$ cat config.mk
export PLATFORM = sky130hd
export DESIGN_NAME = fifo_wr_arb
export DESIGN_NICKNAME = d
export VERILOG_FILES = /design/src/rtl/fifo_wr_arb_pkg.sv /design/src/rtl/arb_rr_pick.sv /design/src/rtl/fifo_wr_arb.sv
export SDC_FILE = /design/constraint.sdc
export NUM_CORES = 1
export LEC_CHECK = 0
export ABC_AREA = 1
export CORE_UTILIZATION = 28
export CTS_CLUSTER_SIZE = 25
export DETAILED_ROUTE_END_ITERATION = 12
export PLACE_DENSITY = 0.78
export RECOVER_POWER = 25
export SLEW_MARGIN = 10
export SYNTH_ARGS = -nofsm -noshare
export SYNTH_HDL_FRONTEND = slang
export SYNTH_SLANG_ARGS = --single-unit
export TNS_END_PERCENT = 10
$ cat constraint.sdc
create_clock -name i_clk -period 1.6 [get_ports i_clk]
set_clock_uncertainty 0.15 [all_clocks]
set_input_delay 0.32 -clock i_clk [delete_from_list [all_inputs] [get_ports i_clk]]
set_output_delay 0.32 -clock i_clk [all_outputs]
set_load 0.02 [all_outputs]
$ cat src/rtl/fifo_wr_arb_pkg.sv
// Shared types and helpers for the FIFO write-port round-robin arbiter.
package fifo_wr_arb_pkg;

  // Widest requester vector the one-hot helper can produce.
  localparam int unsigned MaxReqs = 32;

  typedef enum logic {ARB_IDLE, ARB_BURST} arb_state_t;

  // One-hot vector with bit idx set; callers truncate to their own width.
  function automatic logic [MaxReqs-1:0] onehot(input int unsigned idx);
    logic [MaxReqs-1:0] vec;
    vec      = '0;
    vec[idx] = 1'b1;
    return vec;
  endfunction

endpackage

$ cat src/rtl/arb_rr_pick.sv
// Rotating-priority encoder: first set request at or after ptr, wrapping.
module arb_rr_pick #(
  parameter int unsigned NUM_REQS  = 4,
  parameter int unsigned IDX_WIDTH = $clog2(NUM_REQS)
) (
  input  logic [NUM_REQS-1:0]  i_req,
  input  logic [IDX_WIDTH-1:0] i_ptr,
  output logic                 o_vld,
  output logic [IDX_WIDTH-1:0] o_idx
);

  logic [2*NUM_REQS-1:0] req_dbl;

  // Scan the doubled vector from ptr; downward loop so the lowest offset wins.
  always_comb begin
    req_dbl = {i_req, i_req};
    o_vld   = |i_req;
    o_idx   = '0;
    for (int i = NUM_REQS - 1; i >= 0; i--) begin
      if (req_dbl[int'(i_ptr) + i]) begin
        o_idx = IDX_WIDTH'((int'(i_ptr) + i) % int'(NUM_REQS));
      end
    end
  end

endmodule

$ cat src/rtl/fifo_wr_arb.sv
// Round-robin arbiter sharing one FIFO write port among NUM_REQS requesters,
// granting bounded bursts of up to MAX_BURST accepted beats.
module fifo_wr_arb
  import fifo_wr_arb_pkg::*;
#(
  parameter int unsigned NUM_REQS   = 4,
  parameter int unsigned DATA_WIDTH = 32,
  parameter int unsigned MAX_BURST  = 4,
  parameter int unsigned IDX_WIDTH  = $clog2(NUM_REQS),
  parameter int unsigned CNT_WIDTH  = $clog2(MAX_BURST + 1)
) (
  input  logic                           i_clk,
  input  logic                           i_rst,
  input  logic [NUM_REQS-1:0]            i_req,
  input  logic [NUM_REQS*DATA_WIDTH-1:0] i_data,
  output logic [NUM_REQS-1:0]            o_gnt,
  output logic                           o_busy,
  output logic [IDX_WIDTH-1:0]           o_owner,
  input  logic                           i_fifo_full,
  output logic                           o_fifo_wr_en,
  output logic [DATA_WIDTH-1:0]          o_fifo_wr_data
);

  arb_state_t           state_q;
  logic [NUM_REQS-1:0]  gnt_q;
  logic [IDX_WIDTH-1:0] owner_q;
  logic [IDX_WIDTH-1:0] ptr_q;
  logic [CNT_WIDTH-1:0] cnt_q;

  logic                 pick_vld;
  logic [IDX_WIDTH-1:0] pick_idx;
  logic                 own_req;
  logic                 wr_en;
  logic                 last_beat;
  logic [IDX_WIDTH-1:0] ptr_next;

  arb_rr_pick #(
    .NUM_REQS  (NUM_REQS),
    .IDX_WIDTH (IDX_WIDTH)
  ) u_pick (
    .i_req (i_req),
    .i_ptr (ptr_q),
    .o_vld (pick_vld),
    .o_idx (pick_idx)
  );

  // Write path: owner's slice passes through only while a burst is active.
  always_comb begin
    own_req        = i_req[owner_q];
    wr_en          = 1'b0;
    o_fifo_wr_data = '0;
    if (state_q == ARB_BURST) begin
      o_fifo_wr_data = i_data[owner_q*DATA_WIDTH +: DATA_WIDTH];
      wr_en          = own_req && !i_fifo_full;
    end
    last_beat = wr_en && (cnt_q == CNT_WIDTH'(MAX_BURST - 1));
    ptr_next  = (owner_q == IDX_WIDTH'(NUM_REQS - 1)) ? '0 : owner_q + IDX_WIDTH'(1);
  end

  // Arbiter FSM: grant in IDLE, count accepted beats in BURST, rotate on exit.
  always_ff @(posedge i_clk) begin
    if (i_rst) begin
      state_q <= ARB_IDLE;
      gnt_q   <= '0;
      owner_q <= '0;
      ptr_q   <= '0;
      cnt_q   <= '0;
    end else begin
      unique case (state_q)
        ARB_IDLE: begin
          if (pick_vld) begin
            state_q <= ARB_BURST;
            owner_q <= pick_idx;
            gnt_q   <= NUM_REQS'(onehot(32'(pick_idx)));
            cnt_q   <= '0;
          end
        end
        ARB_BURST: begin
          // Dropped request ends the burst even while the FIFO is full.
          if (!own_req || last_beat) begin
            state_q <= ARB_IDLE;
            gnt_q   <= '0;
            owner_q <= '0;
            ptr_q   <= ptr_next;
            cnt_q   <= '0;
          end else if (wr_en) begin
            cnt_q <= cnt_q + CNT_WIDTH'(1);
          end
        end
        default: state_q <= ARB_IDLE;
      endcase
    end
  end

  assign o_gnt        = gnt_q;
  assign o_busy       = (state_q == ARB_BURST);
  assign o_owner      = owner_q;
  assign o_fifo_wr_en = wr_en;

endmodule

# After elaboration in Yosys (flattened, before gate mapping)
# Index checks and enable logic that the tools add are counted.
# Widths: inputs -> output; s select.
[totals]
register_bits = 12
input_bits = 135
output_inout_bits = 40
[classes]
addsub = 5
n_lt_le_gt_ge = 7
n_eq_ne = 5
shift = 1
mux = 35
bitwise_logic = 1
reduce_logical = 10
[ops]
columns = ["cell", "n"]
rows = [
  ["$shiftx 128x8->32", 1],
  ["$lt 32x5->1 const B", 3],
  ["$mux 32", 1],
  ["$mux 2", 7],
  ["$mux 1", 12],
  ["$bmux 1 s3", 3],
  ["$mux 3", 3],
  ["$mux 4", 2],
  ["$pmux 4 s2", 1],
  ["$add 2x2->3 const B", 2],
  ["$lt 2x6->1 const B", 1],
  ["$pmux 3 s2", 1],
  ["$reduce_and 2->1", 3],
  ["$bmux 1 s2", 2],
  ["$lt 2x4->1 const B", 1],
  ["$pmux 2 s2", 1],
  ["$reduce_or 4->1", 1],
  ["$add 2x1->3 const B", 1],
  ["$add 3x1->3 const B", 1],
  ["$eq 3x2->1 const B", 1],
  ["$logic_and 1x1->1", 3],
  ["$lt 2x3->1 const B", 1],
  ["$ne 3x2->1 const B", 1],
  ["$add 2x1->2 const B", 1],
  ["9 further kinds", 10],
]

# Longest topological paths before layout
[depth]
word_depth = 14
ltp_mapped = 13
mapped_depth_nobuf = 12

# By module
# Synthesis repeated with hierarchy kept, for this count alone.
[unflattened]
hier_cells = 380
hier_area_um2 = 2009.4
[modules_own_cells]
columns = ["module", "n_inst", "cells_per_inst", "area_per_inst_um2", "seq_area_each_um2"]
rows = [
  ["fifo_wr_arb", 1, 333, 1774.2, 240.2],
  ["arb_rr_pick", 1, 47, 235.2, 0.0],
]

# Least setup slack after synthesis
# OpenSTA, ideal clock, no wires.
[synth_timing]
path_kind = "reg2out"
from = "reg owner_q[0], in the netlist o_owner[0]"
to = "out o_fifo_wr_data[25]"
arrival_time_ns = 1.549
required_ns = 1.130
slack_ns = -0.419
stages_incl_launch_ff = 8
n_path_buf = 3
path_cell_list = "dfxtp_1 -> buf_6 -> buf_2 -> buf_2 -> nor2_1 -> nor2_1 -> o21ai_0 -> a21oi_1"
[synth_via]
elab_chain_len = 2
[synth_lines]
columns = ["element", "line", "source"]
rows = [
  ["start, declared", "fifo_wr_arb.sv:26", "logic [IDX_WIDTH-1:0] owner_q;"],
  ["start signal, assigned", "fifo_wr_arb.sv:73", "owner_q <= pick_idx;"],
  ["$shiftx 128x8->32", "fifo_wr_arb.sv:53", "o_fifo_wr_data = i_data[owner_q*DATA_WIDTH +: DATA_WIDTH];"],
  ["$mux 32", "fifo_wr_arb.sv:52", "if (state_q == ARB_BURST) begin"],
  ["end, declared", "fifo_wr_arb.sv:21", "output logic [DATA_WIDTH-1:0] o_fifo_wr_data"],
]
# Every way passes these cells.

# Final worst setup path
[layout_timing]
from = "reg owner_q[0], in the netlist o_owner[0]"
to = "out o_fifo_wr_data[31]"
# The elaborated chain is that of the path after synthesis.

==> impl_metrics.csv <==
group,metric,value,unit
finish,final_nets,697,
critical_path,critPathLaunchType,"flip-flop",
power_and_ir_drop,peakVddDrop,639,uV
logic_synthesis,ys_seq_elements,12,
timing,finalSetupViolations,44,
clocking,cts_tree,"done",
clocking,cts_buffer_depth,2,
outcome,status,"complete, but fails checks",
timing,worst_pin_slew,0.268,ns
detailed_routing,dr_total_vias,3163,
grt,grtUsageMet3,3.36,%
clocking,cts_made_buffers,3,
placement,place_ws,-0.705,ns
power_and_ir_drop,p_leak,1.78,nW
finish,syn_to_final_growth,122,%
critical_path,critical_path.max_fanout,7,
finish,diodes,0,
logic_synthesis,yosysTopAreaCellShare,27.5,%
logic_synthesis,postSynthCellCount,374,
floorplan,die_w,83.7,um
worst_hold_path,min-delay-path-class,"flip-flop to flip-flop",
timing,slew_violations,0,
grt,grt_max_degree,25,
detailed_routing,wirelength,8720,um
grt,grt_pass1_vias,3003,
floorplan,io_pins,175,
logic_synthesis,synth_area_leaders,"nor2_1 28%, o21ai_0 18%, dfxtp_1 13%, a21oi_1 11%, nand2_1 6.6%",
timing,rsz0062_at_grt,"yes",
timing,fmax,0.524,GHz
critical_path,worstSetupPathType,"flip-flop to output pin",
clocking,root_buffer,"clkbuf_8",
job,maxCapViolations,0,
placement,numPortBuffers,174,
logic_synthesis,ys_seq_area_share,12.9,%
detailed_routing,wl_per_cell,13.7,um
timing,fin_ws,-0.308,ns
logic_synthesis,synth_area_per_cell,4.99,um2
critical_path,worstPathRequired,1.13,ns
detailed_routing,drcViolationCount,0,
placement,gp_congestion,0.870,
detailed_routing,drt_iter0_markers,81,
grt,grt_pass1_wl,13700,um
timing,period_share,119,%
floorplan,core_area,0.00639,mm2
timing,maxSlewHeadroom,82.0,%
critical_path,worst_ep_arrival_time,1.44,ns
grt,grt_overflow,0,
grt,grt_antenna_before_repair,0,
detailed_routing,drtPass1Iterations,4,
timing,hold_violations,0,
power_and_ir_drop,switching_share,45.1,%
grt,grt_usage,23.3,%
grt,grtUsageMet1,28.0,%
logic_synthesis,synth_area,0.00187,mm2
finish,fillers,590,
floorplan,dieArea,0.00700,mm2
outcome,violations,"setup timing",
detailed_routing,ant_nets,0,
floorplan,die_y,83.7,um
clocking,clk_latency,0.24,ns
floorplan,num_rows,29,
placement,dpl.hpwl,6610,um
grt,met2_usage,43.2,%
finish,fin_cells,634,
floorplan,initial_utilization,29.3,%
clocking,numClockSinks,12,
finish,drive_above_1_share,23.2,%
power_and_ir_drop,switchingPower,1.36,mW
timing,post-route-min-period,1.91,ns
placement,dp.cells,626,
logic_synthesis,yosysUniqueCellTypes,24,
logic_synthesis,synth_warnings,0,
detailed_routing,vias_per_cell,4.99,
power_and_ir_drop,comb_power_share,78.0,%
power_and_ir_drop,p_int,1.65,mW
power_and_ir_drop,power.density,726,mW/mm2
critical_path,endpoint_kind,"output pin",
clocking,clk_pin_slew_worst_paths,0.05,ns
clocking,htreeDepth,1,
power_and_ir_drop,clkPwrFrac,9.2,%
finish,seq_area,248,um2
power_and_ir_drop,p_seq_share,12.8,%
logic_synthesis,syn-num-nets,513,
finish,multiInputGateArea,0.00157,mm2
logic_synthesis,synth_top_cell_by_area,"nor2_1",
grt,grt_busiest_layer,"met2",
==> flip-flops by register name, indices dropped and copies added (netlist names) <==
name     count
cnt_q        3
o_busy       1
ptr_q        2
o_owner      2
o_gnt        4
==> timing repair <==
action,4_1_cts,5_1_grt
buffers inserted,2,1
pin swaps,8,10
cloned,2,0
setup endpoints to repair,51,47
hold endpoints to repair,0,0
hold buffers,0,0
resized for setup,210,28
==> synth_stat cells <==
master / n
nor2_1: 137
o21ai_0: 67
a21oi_1: 41
nand2_1: 33
inv_1: 22
clkbuf_1: 13
dfxtp_1: 12
nand3_1: 8
buf_2: 6
nand2_2: 6
buf_1: 5
ha_1: 4
o21ai_1: 4
a21boi_1: 2
buf_6: 2
inv_2: 2
nand3b_1: 2
nand4_1: 2
a21oi_2: 1
inv_4: 1
nor2_4: 1
o21ai_2: 1
o22ai_1: 1
o31ai_1: 1
==> final timing paths <==
kind / startpoint / to / slack [ns] / cells after the start
max: o_owner[0]$_SDFFE_PP0P_ / o_fifo_wr_data[31] / -0.31 / 7
min: o_gnt[0]$_SDFFE_PP0P_ / o_gnt[0]$_SDFFE_PP0P_ / 0.33 / 2
max reg2reg: o_owner[0]$_SDFFE_PP0P_ / cnt_q[1]$_SDFFE_PP0P_ / -0.13 / 13
min reg2reg: o_gnt[0]$_SDFFE_PP0P_ / o_gnt[0]$_SDFFE_PP0P_ / 0.33 / 2
==> per-layer routing <==
layer  wire length [um]  share of wire [%]  up-vias
li1                   -                  -     1582
met1               3690                 42     1439
met2               4330                 50      130
met3                579                6.6       12
met4                123                1.4        0
met5                  0                  0        -
==> cell type report <==
cell class / instances / area share, %
repair buffers: 205 / 50.4
multi-input cells: 311 / 37.8
flip-flops and latches: 12 / 5.97
inverters: 25 / 2.38
well taps: 77 / 2.32
clock buffers: 3 / 0.994
clock inverters: 1 / 0.0904
==> per-stage QoR <==
stage	area (um2)	power, mW	utilization [%]	TNS, ns	hold slack (ns)
after global routing	4150	3.24	65.0	-13.00	0.342
after detailed placement	4030	2.62	63.1	-23.66	0.313
final	4150	3.02	65.0	-8.95	0.329
after floorplan	2050	1.63	-	-1.99	0.299
after CTS	4110	3.00	64.4	-9.75	0.327
after global placement	4030	2.58	63.1	-22.95	0.310
==> placed cells by master, fill, tap and decap left out <==
cell type / instances
nor2_2: 5
clkbuf_8: 3
clkbuf_2: 1
buf_6: 19
buf_2: 1
dfxtp_1: 10
nand2_2: 6
inv_1: 19
nor2_4: 2
o21ai_0: 6
buf_4: 34
o21ai_1: 60
dlygate4sd2_1: 5
o22ai_1: 1
o21ai_2: 6
nand3_1: 8
dlymetal6s2s_1: 1
nor2_1: 131
clkinv_1: 1
o31ai_1: 1
inv_6: 1
buf_16: 1
ha_1: 4
dfxtp_4: 2
a21oi_1: 9
nand2_1: 33
clkdlybuf4s50_1: 133
buf_12: 10
inv_2: 5
nand3b_1: 2
a21boi_1: 2
a21oi_2: 33
nand4_1: 2
==> power by group through the flow <==
stage               registers, mW  logic, mW  clock network (mW)
floorplan                   0.412       1.21                   0
global placement            0.384       2.20                   0
detailed placement          0.384       2.23                   0
CTS                         0.385       2.33               0.286
global route                0.393       2.54               0.301
finish                      0.387       2.35               0.276
==> logic make-up (layout without fill, tap and decap cells) <==
| family | count (synthesis) | count (layout) | share of synthesized area, % |
|---|---|---|---|
| flops | 12 | 12 | 12.9 |
| simple gates | 189 | 189 | 40.4 |
| fa+ha+maj | 4 | 4 | 2.68 |
| buf+inv | 51 | 234 | 11.6 |
| compound gates | 118 | 118 | 32.5 |
==> worst max-delay path, stage by stage (launching register included) <==
cell	delay [ns]
dfxtp_4	0.45
buf_6	0.14
buf_16	0.11
nor2_1	0.05
nor2_1	0.08
o21ai_1	0.10
a21oi_2	0.14
buf_6	0.13
Note: power is estimated with default switching activity, not from simulation.
